[src/rtl/muldiv_ctrl.sv]
// RV32M sequencing front-end for an unsigned mul_div engine: resolves operand signs,
// short-circuits divide-by-zero and signed overflow, and fixes result signs afterwards.
module muldiv_ctrl (
  input  logic        clk,
  input  logic        rst,
  input  logic        req_valid,
  output logic        req_ready,
  input  logic [2:0]  req_funct3,
  input  logic [31:0] req_rs1,
  input  logic [31:0] req_rs2,
  input  logic [4:0]  req_rd,
  output logic [1:0]  md_op,
  output logic [31:0] md_rs1,
  output logic [31:0] md_rs2,
  output logic        md_rs1_signed,
  output logic        md_rs2_signed,
  input  logic [31:0] md_high,
  input  logic [31:0] md_low,
  input  logic        md_ready,
  output logic        wb_valid,
  input  logic        wb_ready,
  output logic [4:0]  wb_rd,
  output logic [31:0] wb_data,
  output logic        busy
);

  typedef enum logic [1:0] {StIdle, StRun, StFix, StDone} state_e;

  localparam logic [1:0] OpIdle = 2'd0;
  localparam logic [1:0] OpMul  = 2'd1;
  localparam logic [1:0] OpDiv  = 2'd2;

  state_e      state_q;
  logic [2:0]  funct3_q;
  logic [4:0]  rd_q;
  logic        neg1_q, neg2_q;
  logic [31:0] md_rs1_q, md_rs2_q;
  logic [1:0]  md_op_q;
  logic [31:0] hi_q, lo_q;
  logic [31:0] wb_data_q;
  logic [4:0]  wb_rd_q;
  logic        wb_valid_q;
  logic        req_ready_q;
  logic        busy_q;

  // Request decode, evaluated on the accept edge
  logic        rs1_signed, rs2_signed;
  logic        neg1, neg2;
  logic [31:0] mag1, mag2;
  logic        is_div, div_zero, div_ovf, special;
  logic [31:0] special_data;

  always_comb begin
    rs1_signed   = req_funct3 inside {3'd1, 3'd2, 3'd4, 3'd6};
    rs2_signed   = req_funct3 inside {3'd1, 3'd4, 3'd6};
    neg1         = rs1_signed & req_rs1[31];
    neg2         = rs2_signed & req_rs2[31];
    mag1         = neg1 ? (32'd0 - req_rs1) : req_rs1;
    mag2         = neg2 ? (32'd0 - req_rs2) : req_rs2;
    is_div       = req_funct3[2];
    div_zero     = is_div && (req_rs2 == 32'd0);
    div_ovf      = is_div && !req_funct3[0] && (req_rs1 == 32'h8000_0000) &&
                   (req_rs2 == 32'hFFFF_FFFF);
    special      = div_zero || div_ovf;
    special_data = 32'd0;
    if (div_zero) begin
      special_data = req_funct3[1] ? req_rs1 : 32'hFFFF_FFFF;
    end else if (div_ovf) begin
      special_data = req_funct3[1] ? 32'd0 : 32'h8000_0000;
    end
  end

  // Sign fix-up of the raw unsigned engine result
  logic [63:0] prod, prod_fix;
  logic [31:0] quot_fix, rem_fix;
  logic [31:0] fix_data;

  always_comb begin
    prod     = {hi_q, lo_q};
    prod_fix = (neg1_q ^ neg2_q) ? (64'd0 - prod) : prod;
    // Unsigned variants never set the neg flags, so only the quotient/remainder split matters
    quot_fix = (!funct3_q[1] && (neg1_q ^ neg2_q)) ? (32'd0 - lo_q) : lo_q;
    rem_fix  = (funct3_q[1] && neg1_q) ? (32'd0 - hi_q) : hi_q;
    fix_data = 32'd0;
    if (!funct3_q[2]) begin
      fix_data = (funct3_q[1:0] == 2'd0) ? prod_fix[31:0] : prod_fix[63:32];
    end else begin
      fix_data = funct3_q[1] ? rem_fix : quot_fix;
    end
  end

  always_ff @(posedge clk) begin
    if (rst) begin
      state_q     <= StIdle;
      funct3_q    <= 3'd0;
      rd_q        <= 5'd0;
      neg1_q      <= 1'b0;
      neg2_q      <= 1'b0;
      md_rs1_q    <= 32'd0;
      md_rs2_q    <= 32'd0;
      md_op_q     <= OpIdle;
      hi_q        <= 32'd0;
      lo_q        <= 32'd0;
      wb_data_q   <= 32'd0;
      wb_rd_q     <= 5'd0;
      wb_valid_q  <= 1'b0;
      req_ready_q <= 1'b1;
      busy_q      <= 1'b0;
    end else begin
      case (state_q)
        StIdle: begin
          if (req_valid) begin
            funct3_q    <= req_funct3;
            rd_q        <= req_rd;
            neg1_q      <= neg1;
            neg2_q      <= neg2;
            md_rs1_q    <= mag1;
            md_rs2_q    <= mag2;
            req_ready_q <= 1'b0;
            busy_q      <= 1'b1;
            if (special) begin
              wb_data_q  <= special_data;
              wb_rd_q    <= req_rd;
              wb_valid_q <= 1'b1;
              state_q    <= StDone;
            end else begin
              md_op_q <= is_div ? OpDiv : OpMul;
              state_q <= StRun;
            end
          end
        end
        StRun: begin
          if (md_ready) begin
            hi_q    <= md_high;
            lo_q    <= md_low;
            md_op_q <= OpIdle;
            state_q <= StFix;
          end
        end
        StFix: begin
          wb_data_q  <= fix_data;
          wb_rd_q    <= rd_q;
          wb_valid_q <= 1'b1;
          state_q    <= StDone;
        end
        StDone: begin
          if (wb_ready) begin
            wb_valid_q  <= 1'b0;
            req_ready_q <= 1'b1;
            busy_q      <= 1'b0;
            state_q     <= StIdle;
          end
        end
        default: begin
          md_op_q     <= OpIdle;
          wb_valid_q  <= 1'b0;
          req_ready_q <= 1'b1;
          busy_q      <= 1'b0;
          state_q     <= StIdle;
        end
      endcase
    end
  end

  assign req_ready     = req_ready_q;
  assign md_op         = md_op_q;
  assign md_rs1        = md_rs1_q;
  assign md_rs2        = md_rs2_q;
  assign md_rs1_signed = 1'b0;
  assign md_rs2_signed = 1'b0;
  assign wb_valid      = wb_valid_q;
  assign wb_rd         = wb_rd_q;
  assign wb_data       = wb_data_q;
  assign busy          = busy_q;

endmodule
[config.mk]
export PLATFORM = sky130hd
export DESIGN_NAME = muldiv_ctrl
export DESIGN_NICKNAME = d
export VERILOG_FILES = /design/src/rtl/muldiv_ctrl.sv
export SDC_FILE = /design/constraint.sdc
export NUM_CORES = 1
export LEC_CHECK = 0
export ABC_AREA = 1
export CORE_UTILIZATION = 48
export DETAILED_ROUTE_END_ITERATION = 8
export PLACE_DENSITY_LB_ADDON = 0.05
export RECOVER_POWER = 25
export SLEW_MARGIN = 40
export SYNTH_ARGS = -nofsm -noshare
export SYNTH_HDL_FRONTEND = slang
export SYNTH_SLANG_ARGS = --single-unit
export TNS_END_PERCENT = 20
[constraint.sdc]
create_clock -name clk -period 1.6 [get_ports clk]
set_input_delay 0.16 -clock clk [delete_from_list [all_inputs] [get_ports clk]]
set_output_delay 0.16 -clock clk [all_outputs]
set_load 0.01 [all_outputs]
==> metrics.csv, run 1 <==
stage,metric,value,unit
status,status,"finished, violations left",
status,failing checks,negative setup slack,
logic_synthesis,largest family of logic cells by synthesized area,simple AND/OR/NAND/NOR gates,
clock_tree,CTS Buffer Depth,2,
global_routing,grt ovf,0,
detailed_routing,drt drc,0,
detailed_routing,drt wl/cell,21.8,µm
logic_synthesis,sequential area share after synthesis,0.294,
global_routing,antenna violations before repair,2,
logic_synthesis,ys async rst share,0,
detailed_routing,vias post-DR,18224,
logic_synthesis,Post-synth EDFFs,0,
worst_hold_path,start point of the worst hold path,req_rs1[4],
die,die area,26500,µm²
layout,"Design Area, Final",20500,µm²
detailed_routing,routed wire length,64700,µm
layout,area delta synth->final,65.0,%
die,num rows,58,
setup_path,CP startpoint kind,flop,
logic_synthesis,post-synth top area cell,dfxtp_1,
clock_tree,Root Buffer Master,clkbuf_16,
clock_tree,"Hold-fix buffers, CTS",0,
pwr,Worst VDD drop,1350,µV
sta,Period minus WS final,2.26,ns
sta,Fin Hold WS,0.177,ns
place,DP Area,18300,µm²
die,Core ar.,25300,µm²
sta,final hold viol count,0,
logic_synthesis,XOR/XNOR Fraction of Synth Area,0.0380,
logic_synthesis,Area contributors post-synth,"dfxtp_1 29%, nand2_1 14%, nor2_1 8.4%",
setup_path,r2r worst-path depth,16,
pwr,combinational share of power,0.708,
worst_hold_path,Worst Hold End,md_rs1[4]$_SDFFE_PP0P_,
logic_synthesis,Syn Inst Count,2036,
worst_hold_path,hold depth,5,
clock_tree,CTS tree,built,
job,max-cap viol count,0,
setup_path,Critical R2R Capture,wb_data[18]$_SDFFE_PP0P_,
place,I/O Buffers,246,
pwr,leakage dissipation,9.27,nW
logic_synthesis,post-synthesis compound-gate area fraction,0.217,
place,GP Congestion,1.00,
logic_synthesis,Yosys cell types,48,
clock_tree,TritonCTS Buffers,17,
layout,FILL cells,1577,
pwr,Tot Pwr,40.7,mW
detailed_routing,drt initial violations,2844,
logic_synthesis,most common library cells after synthesis,"453 x nand2_1, 276 x nor2_1, 203 x inv_1",
die,DIE HEIGHT,163,µm
clock_tree,Clock transition at path regs,0.08,ns
layout,multi-input logic area,8920,µm²
setup_path,worst setup path start,lo_q[0]$_SDFFE_PP0P_,
die,Die X,163,µm
logic_synthesis,Synth Flop Type,dfxtp_1,
pwr,Clock power frac,0.109,
logic_synthesis,Synth Warn #,0,
setup_path,CP Class,reg2reg,
logic_synthesis,"FF+latch count, synth",182,
clock_tree,H-tree depth,4,
logic_synthesis,"Avg Cell Area, Syn",6.09,µm²
setup_path,worst path arrival time,2.65,ns
global_routing,Total GRT Usage,0.423,
place,Final HPWL DP,41900,µm
detailed_routing,Final ANT Viol Nets,0,
die,I/O pins,249,
layout,Layout Nets,2776,
pwr,internal power,20.3,mW
pwr,net load switching power,20.5,mW
logic_synthesis,adder-cell share of the synthesized area,0.00908,
sta,period utilization,1.41,
detailed_routing,vias per inst,6.14,
detailed_routing,DR pass1 iterations,9,
setup_path,required time of the worst setup path,1.99,ns
clock_tree,clock sinks,182,
sta,Pins Over Slew Limit,0,
die,Initial Util,0.491,
pwr,switch share,0.502,
pwr,pwr dens,1990,nW/µm²
sta,Fmax,443,MHz
layout,share of cells above drive strength 1,0.327,
logic_synthesis,Post-Syn Area,12400,µm²
pwr,Flop pwr share,0.183,
sta,worst clock skew,0.0202,ns
sta,final setup vio count,152,
global_routing,largest net degree at the start of global routing,78,
logic_synthesis,Synth Area in Simple Gates,0.333,
clock_tree,worst skew pair latency,0.47,ns
setup_path,flop-to-flop setup slack,-0.66,ns
sta,Final WS setup,-0.659,ns
logic_synthesis,Yosys top cell area share,0.294,
setup_path,Worst Path Max Fanout,3,
worst_hold_path,HP Class,in2reg,
logic_synthesis,most numerous cell in the Yosys netlist,nand2_1,
logic_synthesis,post-synthesis mux area share,0.00403,
setup_path,r2r startpoint,lo_q[0]$_SDFFE_PP0P_,
layout,FF+latch area,3690,µm²
place,Setup WS pre-CTS,-0.840,ns
setup_path,Crit. End Element,flop,
sta,RSZ-0062 raised after global routing,true,
global_routing,first-pass GRT wire length,87000,µm
global_routing,vias in the first global route,16557,
[cell families (layout without fill, tap and decap cells)]
kind of cell | after synthesis | count (layout)
AOI/OAI and AO/OA | 484 | 484
DFF | 182 | 182
adders and majority gates | 9 | 9
xor gates and xnor gates | 53 | 53
muxes | 5 | 5
and+or+nand+nor | 980 | 980
other | 1 | 3
buffers and inverters | 322 | 924
[registers in the layout (all words and copies together), names as in the netlist, 2 cells and up]
signal and cells:
funct3_q 3, hi_q 32, lo_q 32, md_op 2, md_rs1 32, md_rs2 32, rd_q 5, state_q 2
wb_data 32, wb_rd 5
[cell usage in the layout, fill, tap and decap left out, drive strengths merged, types with 2 or more instances in the layout]
master           n
nand3b           4
mux2i            5
inv            221
and3             2
nor2           291
a21oi          186
nor3            30
xnor2            2
a211oi           2
o21ai          235
clkinv          10
o2111ai          3
nand3          155
or2             14
o21a             3
dlymetal6s2s     6
o31ai            5
xor2            51
and2             2
buf            428
dfxtp          182
clkdlybuf4s50  228
conb             2
nand2          455
a31oi            9
clkbuf          19
nand4           21
o221ai          22
dlygate4sd3      6
nor4             5
ha               9
dlygate4sd2      4
o211ai          17
o21bai           2
[per-layer routing]
metal / routed length (µm) / up-vias / global-route usage
met5: 9 / - / 0
met2: 28300 / 1618 / 0.677
li1: - / 7853 / -
met1: 23600 / 8266 / 0.543
met3: 8020 / 485 / 0.0835
met4: 4760 / 2 / 0.203
[area by class of cell]
cell class	count	area share
inverters	217	0.0419
clock buffers	17	0.0208
flip-flops and latches	182	0.180
multi-input cells	1533	0.436
diodes	1	0.000122
well taps	330	0.0202
clock inverters	15	0.00776
repair buffers	675	0.293
[repair_timing]
| item | in CTS | in global routing |
|---|---|---|
| pin swaps | 64 | 93 |
| buffers inserted | 19 | 8 |
| gates cloned | 1 | 0 |
| endpoints found under the setup margin | 110 | 122 |
| gates resized for setup | 223 | 229 |
[critical path, stage by stage (launching register included)]
cell and delay, ns:
dfxtp_2 0.34, inv_4 0.08, ha_4 0.15, nand3_4 0.07
nor2_4 0.18, buf_12 0.15, nand2_8 0.07, buf_6 0.13
nand2_4 0.06, o211ai_1 0.17, nand3_2 0.12, nand2_2 0.06
inv_1 0.08, nand2_1 0.09, nand2_2 0.20, nand2_4 0.10
a21oi_2 0.12
[worst max-delay path by stage]
stage,endpoint,slack (ns),cells after the start
global placement,wb_data[0]$_SDFFE_PP0P_,-0.76,12
global route,wb_data[18]$_SDFFE_PP0P_,-0.71,17
finish,wb_data[18]$_SDFFE_PP0P_,-0.66,16
CTS,wb_data[28]$_SDFFE_PP0P_,-0.42,15
floorplan,wb_data[24]$_SDFFE_PP0P_,-0.04,12
detailed placement,wb_data[15]$_SDFFE_PP0P_,-0.84,12
[power by group through the flow]
stage | Clock (mW) | Sequential [mW] | Combinational (mW)
3_5_place_dp | 0 | 7.16 | 22.5
3_3_place_gp | 0 | 7.15 | 22.1
6_report | 4.45 | 7.44 | 28.8
5_1_grt | 4.56 | 7.51 | 30.2
4_1_cts | 4.35 | 7.19 | 25.0
2_1_floorplan | 0 | 7.37 | 11.0
[per-stage QoR]
stage	cells	TNS, ns	util
floorplan	2037	-0.733	-
global placement	2912	-61.98	0.724
detailed placement	2912	-67.92	0.724
CTS	2962	-15.01	0.781
global route	2970	-37.03	0.811
finish	2970	-26.60	0.811
Power figures use the tool's default switching activity.
==> inputs of run 2 (changes only) <==
--- a/config.mk
+++ b/config.mk
@@ -11,7 +11,7 @@
 export PLACE_DENSITY_LB_ADDON = 0.05
 export RECOVER_POWER = 25
-export SLEW_MARGIN = 40
+export SLEW_MARGIN = 20
 export SYNTH_ARGS = -nofsm -noshare
 export SYNTH_HDL_FRONTEND = slang
 export SYNTH_SLANG_ARGS = --single-unit
-export TNS_END_PERCENT = 20
+export TNS_END_PERCENT = 1
==> constraint.sdc (replaced) <==
create_clock -name clk -period 1.6 [get_ports clk]
set_input_delay 0.16 -clock clk [delete_from_list [all_inputs] [get_ports clk]]
set_output_delay 0.16 -clock clk [all_outputs]
set_load 0.05 [all_outputs]
==> metrics.csv, run 2 (synthesis results as in run 1) <==
stage,metric,value,unit,change
status,status,"finished, violations left",,unchanged
status,failing checks,negative setup slack,,unchanged
die,Core ar.,25300,µm²,unchanged
clock_tree,Root Buffer Master,clkbuf_16,,unchanged
pwr,net load switching power,20.7,mW,was 20.5 mW
setup_path,worst path arrival time,2.42,ns,was 2.65 ns
setup_path,Worst Path Max Fanout,4,,was 3
setup_path,Crit. End Element,flop,,unchanged
clock_tree,CTS tree,built,,unchanged
sta,worst clock skew,0.0186,ns,was 0.0202 ns
die,Initial Util,0.491,,unchanged
global_routing,met1 Resource Use GR,0.538,,was 0.543
pwr,Worst VDD drop,1580,µV,was 1350 µV
global_routing,met2 GRT Util,0.616,,was 0.677
worst_hold_path,hold depth,4,,was 5
setup_path,CP Class,reg2reg,,unchanged
worst_hold_path,start point of the worst hold path,req_rs2[0],,was req_rs1[4]
detailed_routing,routed wire length,54400,µm,"was 64,700 µm"
clock_tree,clock sinks,182,,unchanged
global_routing,first-pass GRT wire length,82800,µm,"was 87,000 µm"
job,max-cap viol count,0,,unchanged
setup_path,CP startpoint kind,flop,,unchanged
clock_tree,CTS Buffer Depth,2,,unchanged
detailed_routing,vias per inst,5.67,,was 6.14
setup_path,flop-to-flop setup slack,-0.44,ns,was -0.66 ns
worst_hold_path,Worst Hold End,md_rs2[0]$_SDFFE_PP0P_,,was md_rs1[4]$_SDFFE_PP0P_
sta,setup TNS,-15.10,ns,was -26.60 ns
pwr,pwr dens,2040,nW/µm²,was 1990 nW/µm²
place,Setup WS pre-CTS,-0.774,ns,was -0.840 ns
sta,final hold viol count,0,,unchanged
die,I/O pins,249,,unchanged
detailed_routing,DR pass1 iterations,6,,was 9
sta,Worst Tran Pin Value,0.634,ns,
place,Final HPWL DP,40400,µm,"was 41,900 µm"
layout,post-route insts no fill,2943,,"was 2,970"
pwr,Flop pwr share,0.184,,was 0.183
sta,period utilization,1.27,,was 1.41
sta,final setup vio count,76,,was 152
global_routing,vias in the first global route,15744,,"was 16,557"
global_routing,layer with the highest usage,met2,,unchanged
layout,"most common cell after layout, fill and taps aside",buf_4,,unchanged
sta,Final WS setup,-0.436,ns,was -0.659 ns
global_routing,grt ovf,0,,unchanged
pwr,leakage dissipation,8.93,nW,was 9.27 nW
worst_hold_path,HP Class,in2reg,,unchanged
sta,Period minus WS final,2.04,ns,was 2.26 ns
detailed_routing,vias post-DR,16692,,"was 18,224"
die,DIE HEIGHT,163,µm,unchanged
pwr,Clock power frac,0.110,,was 0.109
setup_path,r2r worst-path depth,15,,was 16
die,die area,26500,µm²,unchanged
sta,Pins Over Slew Limit,0,,unchanged
pwr,internal power,18.6,mW,was 20.3 mW
layout,"Design Area, Final",19300,µm²,"was 20,500 µm²"
pwr,combinational share of power,0.706,,was 0.708
global_routing,largest net degree at the start of global routing,69,,was 78
sta,RSZ-0062 raised after global routing,true,,unchanged
place,GP Congestion,1.00,,about the same
layout,area delta synth->final,55.2,%,was 65.0%
setup_path,r2r startpoint,lo_q[10]$_SDFFE_PP0P_,,was lo_q[0]$_SDFFE_PP0P_
setup_path,required time of the worst setup path,1.98,ns,was 1.99 ns
layout,share of cells above drive strength 1,0.299,,was 0.327
detailed_routing,drt drc,0,,unchanged
setup_path,Critical R2R Capture,wb_data[24]$_SDFFE_PP0P_,,was wb_data[18]$_SDFFE_PP0P_
global_routing,antenna violations before repair,0,,was 2
clock_tree,Clock transition at path regs,0.08,ns,about the same
place,Placed Cells,2897,,"was 2,912"
global_routing,met3 usage,0.0828,,was 0.0835
clock_tree,TritonCTS Buffers,17,,unchanged
sta,Fmax,491,MHz,was 443 MHz
place,I/O Buffers,246,,unchanged
clock_tree,worst skew pair latency,0.45,ns,was 0.47 ns
sta,worst relative slew slack,0.579,,
detailed_routing,drt initial violations,1792,,"was 2,844"
detailed_routing,Final ANT Viol Nets,0,,unchanged
layout,"leading cell types in the layout, fill and taps excluded","432 x buf_4, 395 x nand2_1, 204 x nor2_1",,"was 388 x buf_4, 356 x nand2_1, 228 x clkdlybuf4s50_1"
place,DP Area,17900,µm²,"was 18,300 µm²"
die,num rows,58,,unchanged
pwr,switch share,0.527,,was 0.502
layout,Layout Nets,2750,,"was 2,776"
clock_tree,H-tree depth,4,,unchanged
detailed_routing,drt wl/cell,18.5,µm,was 21.8 µm
die,Die X,163,µm,unchanged
global_routing,Total GRT Usage,0.402,,was 0.423
sta,Fin Hold WS,0.239,ns,was 0.177 ns
[run 2: worst max-delay path, cell delays in order (launching register included)]
cell     delay (ns)
dfxtp_4        0.37
nor2_1         0.13
nand2_1        0.11
buf_4          0.15
nor2_4         0.16
nand2_8        0.09
nor2_4         0.14
nand2_2        0.10
nand2_4        0.14
buf_6          0.11
nand3_1        0.06
nand3_1        0.08
nand3_1        0.08
nand2_2        0.10
nand2_2        0.06
a21oi_2        0.11
[run 2: per-layer routing]
| layer | up-vias | routed length [µm] |
|---|---|---|
| met5 | - | 0 |
| met4 | 0 | 2270 |
| met3 | 179 | 5630 |
| met2 | 990 | 24000 |
| met1 | 7719 | 22500 |
| li1 | 7804 | - |
[run 2: what timing repair did]
action | 4_1_cts | 5_1_grt
resized for setup | 163 | 103
hold buffers | 0 | 0
pin swaps | 38 | 50
buffers inserted | 6 | 8
setup endpoints to repair | 102 | 114
[run 2: per-stage QoR]
stage	util	power [mW]
final	0.762	39.4
after global routing	0.762	41.4
after CTS	0.752	37.7
after detailed placement	0.707	32.0
after global placement	0.707	31.6
after floorplan	-	21.1
[run 2: power by group through the flow]
stage	Sequential (mW)	Combinational, mW	Clock (mW)
after global placement	7.15	24.4	0
final	7.24	27.8	4.32
after detailed placement	7.16	24.8	0
after global routing	7.35	29.5	4.48
after floorplan	10.2	10.9	0
after CTS	7.12	26.3	4.30
[run 2: area by class of cell]
type | count | area (µm²)
clock inverters | 12 | 143
inverters | 217 | 838
well taps | 330 | 413
diodes | 1 | 2.50
clock buffers | 19 | 433
repair buffers | 649 | 5390
flip-flops and latches | 182 | 3660
fillers | 1968 | 6000
multi-input cells | 1533 | 8370
[run 2: how the worst max path moves through the flow]
stage                                from                       end  cells past startpoint
floorplan            hi_q[0]$_SDFFE_PP0P_  wb_data[24]$_SDFFE_PP0P_                     12
global placement            req_funct3[2]  wb_data[29]$_SDFFE_PP0P_                     14
detailed placement          req_funct3[2]     wb_rd[4]$_SDFFE_PP0P_                     14
CTS                  hi_q[1]$_SDFFE_PP0P_  wb_data[30]$_SDFFE_PP0P_                     13
global route         lo_q[5]$_SDFFE_PP0P_  wb_data[23]$_SDFFE_PP0P_                     12
finish              lo_q[10]$_SDFFE_PP0P_  wb_data[24]$_SDFFE_PP0P_                     15
==> inputs of run 3 (changes only) <==
SKIP_CTS_REPAIR_TIMING = 1   (was default)
==> metrics.csv, run 3 (synthesis results as in run 1) <==
stage,metric,value,unit,change
sta,final setup vio count,60,,was 76
sta,Period minus WS final,2.09,ns,was 2.04 ns
setup_path,Critical R2R Capture,wb_data[26]$_SDFFE_PP0P_,,was wb_data[24]$_SDFFE_PP0P_
place,Final HPWL DP,40400,µm,unchanged
die,I/O pins,249,,unchanged
pwr,Tot Pwr,38.4,mW,was 39.4 mW
place,DP Area,17900,µm²,unchanged
setup_path,CP bufs+invs,3,,was 2
sta,final hold viol count,0,,unchanged
setup_path,Worst Path Max Fanout,5,,was 4
setup_path,critical path's slowest cell,dfxtp_2,,was dfxtp_4
detailed_routing,drt wl/cell,18.2,µm,was 18.5 µm
setup_path,r2r startpoint,lo_q[0]$_SDFFE_PP0P_,,was lo_q[10]$_SDFFE_PP0P_
clock_tree,Clock transition at path regs,0.07,ns,was 0.08 ns
pwr,leakage dissipation,8.91,nW,was 8.93 nW
pwr,switch share,0.525,,was 0.527
worst_hold_path,HP Class,in2reg,,unchanged
layout,FILL cells,2005,,"was 1,968"
sta,worst relative slew slack,0.554,,was 0.579
pwr,Flop pwr share,0.187,,was 0.184
status,status,"finished, violations left",,unchanged
layout,FF+latch area,3650,µm²,was 3660 µm²
layout,"Design Area, Final",19000,µm²,"was 19,300 µm²"
detailed_routing,drt initial violations,1996,,"was 1,792"
setup_path,required time of the worst setup path,1.93,ns,was 1.98 ns
pwr,internal power,18.2,mW,was 18.6 mW
clock_tree,CTS tree,built,,unchanged
detailed_routing,drt drc,0,,unchanged
layout,multi-input logic area,8240,µm²,was 8370 µm²
layout,share of cells above drive strength 1,0.286,,was 0.299
clock_tree,Root Buffer Master,clkbuf_16,,unchanged
sta,Pins Over Slew Limit,0,,unchanged
sta,Worst Tran Pin Value,0.661,ns,was 0.634 ns
die,Initial Util,0.491,,unchanged
clock_tree,TritonCTS Buffers,17,,unchanged
detailed_routing,vias per inst,5.64,,was 5.67
clock_tree,clock sinks,182,,unchanged
global_routing,first-pass GRT wire length,80300,µm,"was 82,800 µm"
setup_path,Top delay family on crit path,simple AND/OR/NAND/NOR gates,,unchanged
global_routing,grt ovf,0,,unchanged
die,die area,26500,µm²,unchanged
global_routing,largest net degree at the start of global routing,69,,unchanged
setup_path,r2r worst-path depth,16,,was 15
worst_hold_path,start point of the worst hold path,req_rs2[0],,unchanged
global_routing,Total GRT Usage,0.389,,was 0.402
setup_path,CP Class,reg2reg,,unchanged
detailed_routing,Final ANT Viol Nets,0,,unchanged
sta,RSZ-0062 raised after global routing,true,,unchanged
pwr,net load switching power,20.2,mW,was 20.7 mW
clock_tree,CTS Buffer Depth,2,,unchanged
setup_path,Crit. End Element,flop,,unchanged
sta,period utilization,1.31,,was 1.27
die,Core ar.,25300,µm²,unchanged
layout,"leading cell types in the layout, fill and taps excluded","421 x buf_4, 403 x nand2_1, 208 x nor2_1",,"was 432 x buf_4, 395 x nand2_1, 204 x nor2_1"
setup_path,flop-to-flop setup slack,-0.49,ns,was -0.44 ns
worst_hold_path,Worst Hold End,md_rs2[0]$_SDFFE_PP0P_,,unchanged
sta,Final WS setup,-0.493,ns,was -0.436 ns
place,I/O Buffers,246,,unchanged
pwr,pwr dens,2020,nW/µm²,was 2040 nW/µm²
setup_path,worst path arrival time,2.42,ns,about the same
die,num rows,58,,unchanged
detailed_routing,vias post-DR,16545,,"was 16,692"
setup_path,Worst path most repeated cell,nand2_1,,
sta,Fmax,478,MHz,was 491 MHz
setup_path,"Critical Path, Cell by Cell","inv_4, ha_4, nand3_4, nor2_4, buf_12, nand2_4, nor2_4, buf_6, nor2_2, nand2_1, nand2_1, nand2_1, nand2_1, o21bai_1, nand2_1, a21oi_2",,"was nor2_1, nand2_1, buf_4, nor2_4, nand2_8, nor2_4, nand2_2, nand2_4, buf_6, nand3_1, nand3_1, nand3_1, nand2_2, nand2_2, a21oi_2"
setup_path,CP max stage delay,0.35,ns,was 0.37 ns
die,DIE HEIGHT,163,µm,unchanged
detailed_routing,routed wire length,53500,µm,"was 54,400 µm"
die,Die X,163,µm,unchanged
layout,area delta synth->final,53.4,%,was 55.2%
pwr,Worst VDD drop,1580,µV,about the same
detailed_routing,DR pass1 iterations,8,,was 6
status,failing checks,negative setup slack,,unchanged
clock_tree,worst skew pair latency,0.44,ns,was 0.45 ns
job,max-cap viol count,0,,unchanged
setup_path,CP startpoint kind,flop,,unchanged
pwr,combinational share of power,0.701,,was 0.706
clock_tree,H-tree depth,4,,unchanged
worst_hold_path,hold depth,4,,unchanged
layout,Layout Nets,2741,,"was 2,750"
global_routing,antenna violations before repair,2,,was 0
place,GP Congestion,1.00,,unchanged
layout,"most common cell after layout, fill and taps aside",buf_4,,unchanged
global_routing,vias in the first global route,15239,,"was 15,744"
pwr,Clock power frac,0.112,,was 0.110
sta,worst clock skew,0.0157,ns,was 0.0186 ns
## run 3: changes by cell type in the layout (fill, tap and decap cells not counted), moves of 7 or more
cell,delta
nor2_4,-7
buf_4,-11
nand3_1,+7
dfxtp_1,+7
o21ai_0,-7
dlymetal6s2s_1,+10
nand2_1,+8
## run 3: cell type report
class | instances | share of cell area
diodes | 3 | 0.000395
clock buffers | 19 | 0.0228
clock inverters | 12 | 0.00750
inverters | 217 | 0.0441
multi-input cells | 1533 | 0.433
flip-flops and latches | 182 | 0.192
well taps | 330 | 0.0217
repair buffers | 640 | 0.278
## run 3: routing by layer
layer  global-route usage  part of all wire  routed length [µm]  up-vias
li1                     -                 -                   -     7790
met1                0.532              0.42               22200     7644
met2                0.603              0.44               23700      953
met3               0.0736              0.10                5570      158
met4                0.147             0.037                2000        0
met5                    0                 0                   0        -
## run 3: through the flow
step | TNS (ns) | hold slack (ns) | utilization | setup slack (ns) | instances
2_1_floorplan | -2.00 | 0.315 | - | -0.0599 | 2037
3_3_place_gp | -56.00 | 0.453 | 0.707 | -0.719 | 2897
3_5_place_dp | -61.71 | 0.465 | 0.707 | -0.774 | 2897
4_1_cts | -23.23 | 0.335 | 0.730 | -0.628 | 2928
5_1_grt | -22.58 | 0.148 | 0.753 | -0.577 | 2935
6_report | -14.90 | 0.130 | 0.753 | -0.493 | 2936
## run 3: power by group through the flow
| stage | clock [mW] | combinational (mW) | sequential (mW) |
|---|---|---|---|
| floorplan | 0 | 10.9 | 10.2 |
| global placement | 0 | 24.4 | 7.15 |
| detailed placement | 0 | 24.8 | 7.16 |
| CTS | 4.30 | 25.0 | 7.10 |
| finish | 4.29 | 26.9 | 7.20 |
| global route | 4.48 | 28.8 | 7.32 |
## run 3: worst min-delay path: cells and delay by family
| family | cells | cell delay [ns] |
|---|---|---|
| buf+inv | 3 | 0.32 |
| compound gates | 1 | 0.05 |
## run 3: worst max path at each step
stage                         startpoint                  endpoint  slack [ns]  cells past startpoint
global placement           req_funct3[2]  wb_data[29]$_SDFFE_PP0P_       -0.72                     14
detailed placement         req_funct3[2]     wb_rd[4]$_SDFFE_PP0P_       -0.77                     14
CTS                 lo_q[0]$_SDFFE_PP0P_  wb_data[16]$_SDFFE_PP0P_       -0.63                     15
global route        lo_q[0]$_SDFFE_PP0P_  wb_data[26]$_SDFFE_PP0P_       -0.58                     16
floorplan           hi_q[0]$_SDFFE_PP0P_  wb_data[24]$_SDFFE_PP0P_       -0.06                     12
finish              lo_q[0]$_SDFFE_PP0P_  wb_data[26]$_SDFFE_PP0P_       -0.49                     16
